==> config.mk <==
export PLATFORM = sky130hd
export DESIGN_NAME = alarm_mode_ctrl
export DESIGN_NICKNAME = d
export VERILOG_FILES = /design/src/rtl/alarm_mode_ctrl.sv
export SDC_FILE = /design/constraint.sdc
export NUM_CORES = 1
export LEC_CHECK = 0
export CORE_MARGIN = 3
export CORE_UTILIZATION = 60
export CTS_BUF_LIST = sky130_fd_sc_hd__clkbuf_2
export CTS_CLUSTER_SIZE = 28
export DETAILED_ROUTE_END_ITERATION = 6
export PLACE_DENSITY = 0.8
export SYNTH_ARGS = -nofsm -noshare
export SYNTH_HDL_FRONTEND = slang
export SYNTH_SLANG_ARGS = --single-unit
==> constraint.sdc <==
create_clock -name clk -period 3 [get_ports clk]
set_input_delay 0.75 -clock clk [delete_from_list [all_inputs] [get_ports clk]]
set_output_delay 0.75 -clock clk [all_outputs]
set_load 0.05 [all_outputs]
==> src/rtl/alarm_mode_ctrl.sv <==
// Alarm clock front-panel controller: per-button debounce, press detection,
// and the CLOCK / SET_TIME / SET_ALARM / RINGING mode machine.
module alarm_mode_ctrl #(
    parameter int DB_CYCLES   = 16,
    parameter int RING_CYCLES = 1024
) (
    input  logic       clk,
    input  logic       reset_n,
    input  logic       btn_c,
    input  logic       btn_u,
    input  logic       btn_d,
    input  logic       btn_l,
    input  logic       btn_r,
    input  logic       alarm_match,
    output logic [1:0] mode,
    output logic       field_hr,
    output logic       inc_pulse,
    output logic       dec_pulse,
    output logic       alarm_en,
    output logic       buzzer_en
);

    localparam int DB_W   = (DB_CYCLES > 1) ? $clog2(DB_CYCLES) : 1;
    localparam int RING_W = (RING_CYCLES > 1) ? $clog2(RING_CYCLES) : 1;
    localparam logic [DB_W-1:0]   DB_LAST   = DB_W'(DB_CYCLES - 1);
    localparam logic [RING_W-1:0] RING_LAST = RING_W'(RING_CYCLES - 1);

    localparam int NBTN  = 5;
    localparam int IDX_C = 0;
    localparam int IDX_L = 1;
    localparam int IDX_R = 2;
    localparam int IDX_U = 3;
    localparam int IDX_D = 4;

    typedef enum logic [1:0] {
        ST_CLOCK     = 2'b00,
        ST_SET_TIME  = 2'b01,
        ST_SET_ALARM = 2'b10,
        ST_RINGING   = 2'b11
    } state_e;

    logic [NBTN-1:0] btn_raw;
    logic [NBTN-1:0] db_q, db_d;
    logic [NBTN-1:0] db_prev_q;
    logic [DB_W-1:0] cnt_q [NBTN];
    logic [DB_W-1:0] cnt_d [NBTN];
    logic [NBTN-1:0] press;

    logic ev_c, ev_l, ev_r, ev_u, ev_d, ev_any;
    logic am_s_q, am_d_q, am_rise;

    state_e            state_q;
    logic              field_hr_q;
    logic              inc_q;
    logic              dec_q;
    logic              alarm_en_q;
    logic              buzzer_q;
    logic [RING_W-1:0] ring_cnt_q;

    assign btn_raw = {btn_d, btn_u, btn_r, btn_l, btn_c};

    // A new level must persist for DB_CYCLES consecutive samples to be accepted.
    always_comb begin
        db_d = db_q;
        for (int i = 0; i < NBTN; i++) begin
            cnt_d[i] = cnt_q[i];
            if (btn_raw[i] == db_q[i]) begin
                cnt_d[i] = '0;
            end else if (cnt_q[i] == DB_LAST) begin
                db_d[i]  = btn_raw[i];
                cnt_d[i] = '0;
            end else begin
                cnt_d[i] = cnt_q[i] + 1'b1;
            end
        end
    end

    always_ff @(posedge clk or negedge reset_n) begin
        if (!reset_n) begin
            db_q      <= '0;
            db_prev_q <= '0;
            for (int i = 0; i < NBTN; i++) begin
                cnt_q[i] <= '0;
            end
        end else begin
            db_q      <= db_d;
            db_prev_q <= db_q;
            for (int i = 0; i < NBTN; i++) begin
                cnt_q[i] <= cnt_d[i];
            end
        end
    end

    assign press = db_q & ~db_prev_q;

    // Only the highest-priority press of a cycle survives.
    assign ev_c   = press[IDX_C];
    assign ev_l   = press[IDX_L] & ~ev_c;
    assign ev_r   = press[IDX_R] & ~press[IDX_C] & ~press[IDX_L];
    assign ev_u   = press[IDX_U] & ~press[IDX_C] & ~press[IDX_L] & ~press[IDX_R];
    assign ev_d   = press[IDX_D] & ~press[IDX_C] & ~press[IDX_L] & ~press[IDX_R]
                  & ~press[IDX_U];
    assign ev_any = |press;

    // Two-stage sample so the match edge lines up one cycle after it is seen.
    always_ff @(posedge clk or negedge reset_n) begin
        if (!reset_n) begin
            am_s_q <= 1'b0;
            am_d_q <= 1'b0;
        end else begin
            am_s_q <= alarm_match;
            am_d_q <= am_s_q;
        end
    end

    assign am_rise = am_s_q & ~am_d_q;

    always_ff @(posedge clk or negedge reset_n) begin
        if (!reset_n) begin
            state_q    <= ST_CLOCK;
            field_hr_q <= 1'b0;
            inc_q      <= 1'b0;
            dec_q      <= 1'b0;
            alarm_en_q <= 1'b0;
            buzzer_q   <= 1'b0;
            ring_cnt_q <= '0;
        end else begin
            inc_q <= 1'b0;
            dec_q <= 1'b0;
            case (state_q)
                ST_CLOCK: begin
                    if (alarm_en_q && am_rise) begin
                        state_q    <= ST_RINGING;
                        buzzer_q   <= 1'b1;
                        ring_cnt_q <= '0;
                    end else if (ev_c) begin
                        state_q    <= ST_SET_TIME;
                        field_hr_q <= 1'b1;
                    end else if (ev_u) begin
                        alarm_en_q <= ~alarm_en_q;
                    end
                end
                ST_SET_TIME, ST_SET_ALARM: begin
                    if (ev_c) begin
                        state_q    <= (state_q == ST_SET_TIME) ? ST_SET_ALARM : ST_CLOCK;
                        field_hr_q <= 1'b1;
                    end else if (ev_l) begin
                        field_hr_q <= 1'b1;
                    end else if (ev_r) begin
                        field_hr_q <= 1'b0;
                    end else if (ev_u) begin
                        inc_q <= 1'b1;
                    end else if (ev_d) begin
                        dec_q <= 1'b1;
                    end
                end
                ST_RINGING: begin
                    if (ev_any || (ring_cnt_q == RING_LAST)) begin
                        state_q  <= ST_CLOCK;
                        buzzer_q <= 1'b0;
                    end else begin
                        ring_cnt_q <= ring_cnt_q + 1'b1;
                    end
                end
                default: begin
                    state_q  <= ST_CLOCK;
                    buzzer_q <= 1'b0;
                end
            endcase
        end
    end

    assign mode      = state_q;
    assign field_hr  = field_hr_q;
    assign inc_pulse = inc_q;
    assign dec_pulse = dec_q;
    assign alarm_en  = alarm_en_q;
    assign buzzer_en = buzzer_q;

endmodule
; ---- After elaboration in Yosys (flattened, before gate mapping)
; Index checks and enable logic that the tools add are counted.
[op_classes]
add_sub_neg = 6
eq_ne = 22
mux = 39
bitwise_logic = 25
n_reduce_logical = 17
[op_table]
columns = operator, count
row1 = two-way mux 4 bit, 10
row2 = adder 4 x 1 -> 4 bit (second input constant), 5
row3 = == test 4 bit (second input constant), 5
row4 = two-way mux 10 bit, 2
row5 = one-hot mux 10 bit (2 select lines), 1
row6 = two-way mux 1 bit, 18
row7 = inequality test 2 bit (second input constant), 6
row8 = inverter 1 bit, 12
row9 = bitwise AND 1 bit, 11
row10 = adder 10 x 1 -> 10 bit (second input constant), 1
row11 = == test 10 bit (second input constant), 1
row12 = two-way mux 2 bit, 5
row13 = AND reduction 2 bit, 5
row14 = AND reduction 3 bit, 3
row15 = AND reduction 4 bit, 2
row16 = one-hot mux 2 bit (3 select lines), 1
row17 = bitwise AND 5 bit, 1
row18 = == test 1 bit, 5
row19 = inverter 5 bit, 1
row20 = OR reduction 5 bit, 1
row21 = == test 2 bit (second input constant), 2
row22 = inequality test 4 bit (second input constant), 1
row23 = one-hot mux 1 bit (2 select lines), 2
row24 = nonzero test 2 bit, 2
row25 = 6 further kinds, 6
[word_totals]
register_bits = 49
in_bits = 8
output_inout_bits = 7
wordCells = 129

; ---- Depth between registers and ports, before layout
[depth]
word_depth = 13
depth_mapped = 7

; ---- Worst setup path after synthesis
; OpenSTA, ideal clock, no wires.
[synth_timing]
path_kind = reg-to-reg
from = register state_q[0] (netlist: mode[0])
to = register ring_cnt_q[5]
setup_ns = 0.124
arrival_time_ns = 1.859
required_time_ns = 2.876
path_slack_ns = 1.017
path_stages_with_launch = 7
path_buffers = 0
synth_period_minus_slack_ns = 1.983
cell_sequence = dfrtp_1 inv_1 ha_1 mux2i_4 nor3b_1 and4b_1 a211o_1
[synth_via]
elab_chain_cells = 3
word_cells_on_any_way = 7
classes_between = eq/ne (3) / mux (1) / reduce/logical (3)
[synth_lines]
columns = element, line
row1 = start: declaration, 52  ; state_e state_q;
row2 = start signal: assignment, 145  ; state_q <= (state_q == ST_SET_TIME) ? ST_SET_ALARM : ST_CLOCK;
row3 = == test 2 bit or zero test 2 bit (tied branches), 130  ; case (state_q)
row4 = inequality test 2 bit (no source line) or nonzero test 2 bit (tied branches), -
row5 = AND reduction 3 bit (no source line), -
row6 = end signal: assignment, 162  ; ring_cnt_q <= ring_cnt_q + 1'b1;
row7 = end: declaration, 58  ; logic [RING_W-1:0] ring_cnt_q;
; Several ways; a longest one is shown, not always the timed one.
; A chain may end at the register's enable or synchronous reset.

; ---- Final worst setup path
[layout_timing]
from = register state_q[1] (netlist: mode[1])
to = output mode[1]
[layout_lines]
columns = element, line
row1 = end: declaration, 15  ; output logic [1:0] mode,
; No word-level cell between the ends.

==> summary.md <==
| Metric | Value |
|---|---|
| Power per Cell Area | `657.4 nW/um^2` |
| Worst-Margin Slew | `727.7 ps` |
| Clock Tree Root | `clkbuf_2` |
| Chip height | `69.46 um` |
| Net Sw Frac | `0.3678` |
| VDD IR max | `0.3944 mV` |
| DRC | `0` |
| Hold Vio Cnt, Final | `0` |
| Async SR Flop Fraction | `1.000` |
| GRT Total Usage | `0.2032` |
| Starting Density | `0.6407` |
| Fill cell count | `302` |
| Skew-Pair Late Insertion Delay | `410 ps` |
| First-pass GRT wire length | `7.941 mm` |
| Post-synth EDFFs | `0` |
| Final slew viol count | `0` |
| Syn Nets | `230` |
| Cell Chain, Critical Path | `clkdlybuf4s50_1` |
| Routed WL | `4.457 mm` |
| Avg Synthesized Cell Area | `11.34 um^2` |
| Number of global-route vias before repair | `1789` |
| Syn Inst Count | `213` |
| Crit path launch | `mode[1]` |
| FMAX | `410.2 MHz` |
| DIE AREA | `4824 um^2` |
| Max H-tree Level | `2` |
| Mapped Area | `2416 um^2` |
| Crit path arrival time | `1690 ps` |
| Class of the worst hold path | `primary input to asynchronous set/reset pin` |
| Row Count | `22` |
| Commonest non-fill, non-tap cells in the layout | `49 x dfrtp_1, 14 x a21oi_1, 13 x nor2_1, 13 x clkdlybuf4s50_1` |
| Pin count of the biggest net entering global routing | `50` |
| GRT overflow | `0` |
| Yosys warnings | `0` |
| Setup crit end kind | `output port` |
| Slowest cell on the critical path | `clkdlybuf4s50_1` |
| Max Cap Violations | `0` |
| Clk pwr share | `0.197` |
| FF+latch count, synth | `49` |
| TritonCTS Buffers | `5` |
| Final std cells w/o fill | `279` |
| Tcrit/Tclk final | `0.8126` |
| Clk_skew | `23.63 ps` |
| RSZ-0062 raised after global routing | `no` |
| Sequential share of power | `0.466` |
| CTS clk-pin slew, worst paths | `250 ps` |
| Util after Layout | `0.7047` |
| CTS tree | `done` |
| Remaining antenna violation count | `0` |
| Post-synth cell types | `51` |
| Combinational share of power | `0.337` |
| CTS Hold Bufs | `0` |
| Layout cells sized above 1 | `0.1039` |
| Gp weighted congestion | `0.7970` |
| Internal Dissipation | `1.105 mW` |
| Die width | `69.46 um` |
| Clock sinks | `49` |
| P_leak | `1.152 nW` |
| CP required | `2250 ps` |
| TritonRoute pass-1 iters | `4` |
| Switch Pwr | `0.6426 mW` |
| Area grow syn2layout | `9.995%` |
| CP startpoint kind | `register` |
| Core footprint | `3771 um^2` |
| HPWL Detailed | `3.220 mm` |
| Commonest non-fill, non-tap cell in the layout | `dfrtp_1` |
| Drt initial violations | `157` |
| CP delay by family, top | `buffers and inverters` |
| Register area share after synthesis | `0.5075` |
| Max-slew headroom | `0.5149` |
| Overall Power | `1.747 mW` |
| Crit Path Category | `register to output port` |
| Placed cells | `271` |
| Endpoints failing setup | `0` |
| WL/cell | `15.97 um` |
| Dominant synthesized flop cell | `dfrtp_1` |
| IO Pins | `15` |
| Outcome | `finished, final reports clean` |
| Post-layout net count | `247` |
| Via count | `1702` |
| CP peak stage delay | `820 ps` |
| Antenna violations before repair | `0` |
| Post-place setup slack | `897.1 ps` |
| Min cycle time layout | `2438 ps` |
| Buffers on Ports | `14` |
| Vias per cell | `6.100` |
| # diodes | `0` |
| Post-CTS resize count | `0` |
| Reg-to-Reg Start | `mode[1]` |
| Worst setup margin | `562.3 ps` |
| Setup TNS | `0 ps` |
| Max FO, Critical Path | `4` |
| Buf/Inv on CP | `1` |
| Clk buf depth | `2` |
| Setup Fix Bufs, Post-CTS | `0` |
[routing by layer]
| metal | share of wire | wire length (um) | track usage |
|---|---|---|---|
| met1 | 0.45 | 1990 | 0.2630 |
| met2 | 0.52 | 2310 | 0.3422 |
| met3 | 0.026 | 117 | 0.04928 |
| met4 | 0.0085 | 38 | 0.05423 |
| met5 | 0 | 0 | 0 |
[metrics by stage]
stage	area [um^2]	hold WS, ps
2_1_floorplan	2416	346.6
3_3_place_gp	2591	360.7
5_1_grt	2658	389.4
4_1_cts	2658	385.2
3_5_place_dp	2591	374.3
6_report	2658	381.7
[cell families after synthesis]
group                      synth area share
AOI/OAI and AO/OA                    0.1290
buffers and inverters               0.02382
DFF                                  0.5075
adders and majority gates           0.04661
and+or+nand+nor                      0.2030
muxes                               0.05023
xor gates and xnor gates            0.03987
[final timing paths]
path / endpoint / slack, ps / cells past startpoint
max reg2reg: ring_cnt_q[8] / 850 / 5
min: ring_cnt_q[0] / 380 / 2
max in group asynchronous: cnt_q[0] / 2200 / 2
max: mode[1] / 560 / 1
min in group clk: am_d_q / 440 / 0
min reg2reg: am_d_q / 440 / 0
[cell usage after synthesis, drive strengths merged (2+ instances only)]
| master | count | area share |
|---|---|---|
| a22o | 4 | 0.014 |
| ha | 9 | 0.047 |
| nand4b | 7 | 0.025 |
| a211o | 2 | 0.0073 |
| buf | 2 | 0.0067 |
| a21o | 2 | 0.0062 |
| nand2 | 9 | 0.015 |
| and3 | 3 | 0.0078 |
| a311oi | 4 | 0.014 |
| nor3 | 5 | 0.020 |
| nor3b | 6 | 0.019 |
| nand2b | 6 | 0.017 |
| xnor2 | 10 | 0.036 |
| mux2i | 3 | 0.018 |
| mux2 | 7 | 0.033 |
| dfrtp | 49 | 0.51 |
| nor2b | 6 | 0.016 |
| inv | 8 | 0.012 |
| nand3 | 11 | 0.028 |
| clkbuf | 3 | 0.0047 |
| nor2 | 13 | 0.020 |
| nand4 | 2 | 0.011 |
| o21ai | 9 | 0.019 |
| nor4 | 2 | 0.0078 |
| a21oi | 14 | 0.029 |
[state kept, by name (all words and copies together) (netlist names)]
name        count
alarm_en        1
am_d_q          1
am_s_q          1
buzzer_en       1
cnt_q          20
db_prev_q       5
db_q            5
dec_pulse       1
field_hr        1
inc_pulse       1
mode            2
ring_cnt_q     10
[power by group through the flow]
stage | clock (mW) | sequential (mW) | combinational (mW)
3_3_place_gp | 0 | 0.817 | 0.561
3_5_place_dp | 0 | 0.827 | 0.589
6_report | 0.345 | 0.815 | 0.588
2_1_floorplan | 0 | 0.923 | 0.317
5_1_grt | 0.380 | 0.830 | 0.642
4_1_cts | 0.349 | 0.814 | 0.593
[area by class of cell]
cell class	instances	area (um^2)	share of cell area
clock buffers	5	25.02	0.009416
clock inverters	3	41.29	0.01554
inverters	8	30.03	0.01130
multi-input cells	151	1132	0.4261
flip-flops and latches	49	1226	0.4614
well taps	48	60.06	0.02260
repair buffers	15	142.6	0.05367
Power figures use the tool's default switching activity.
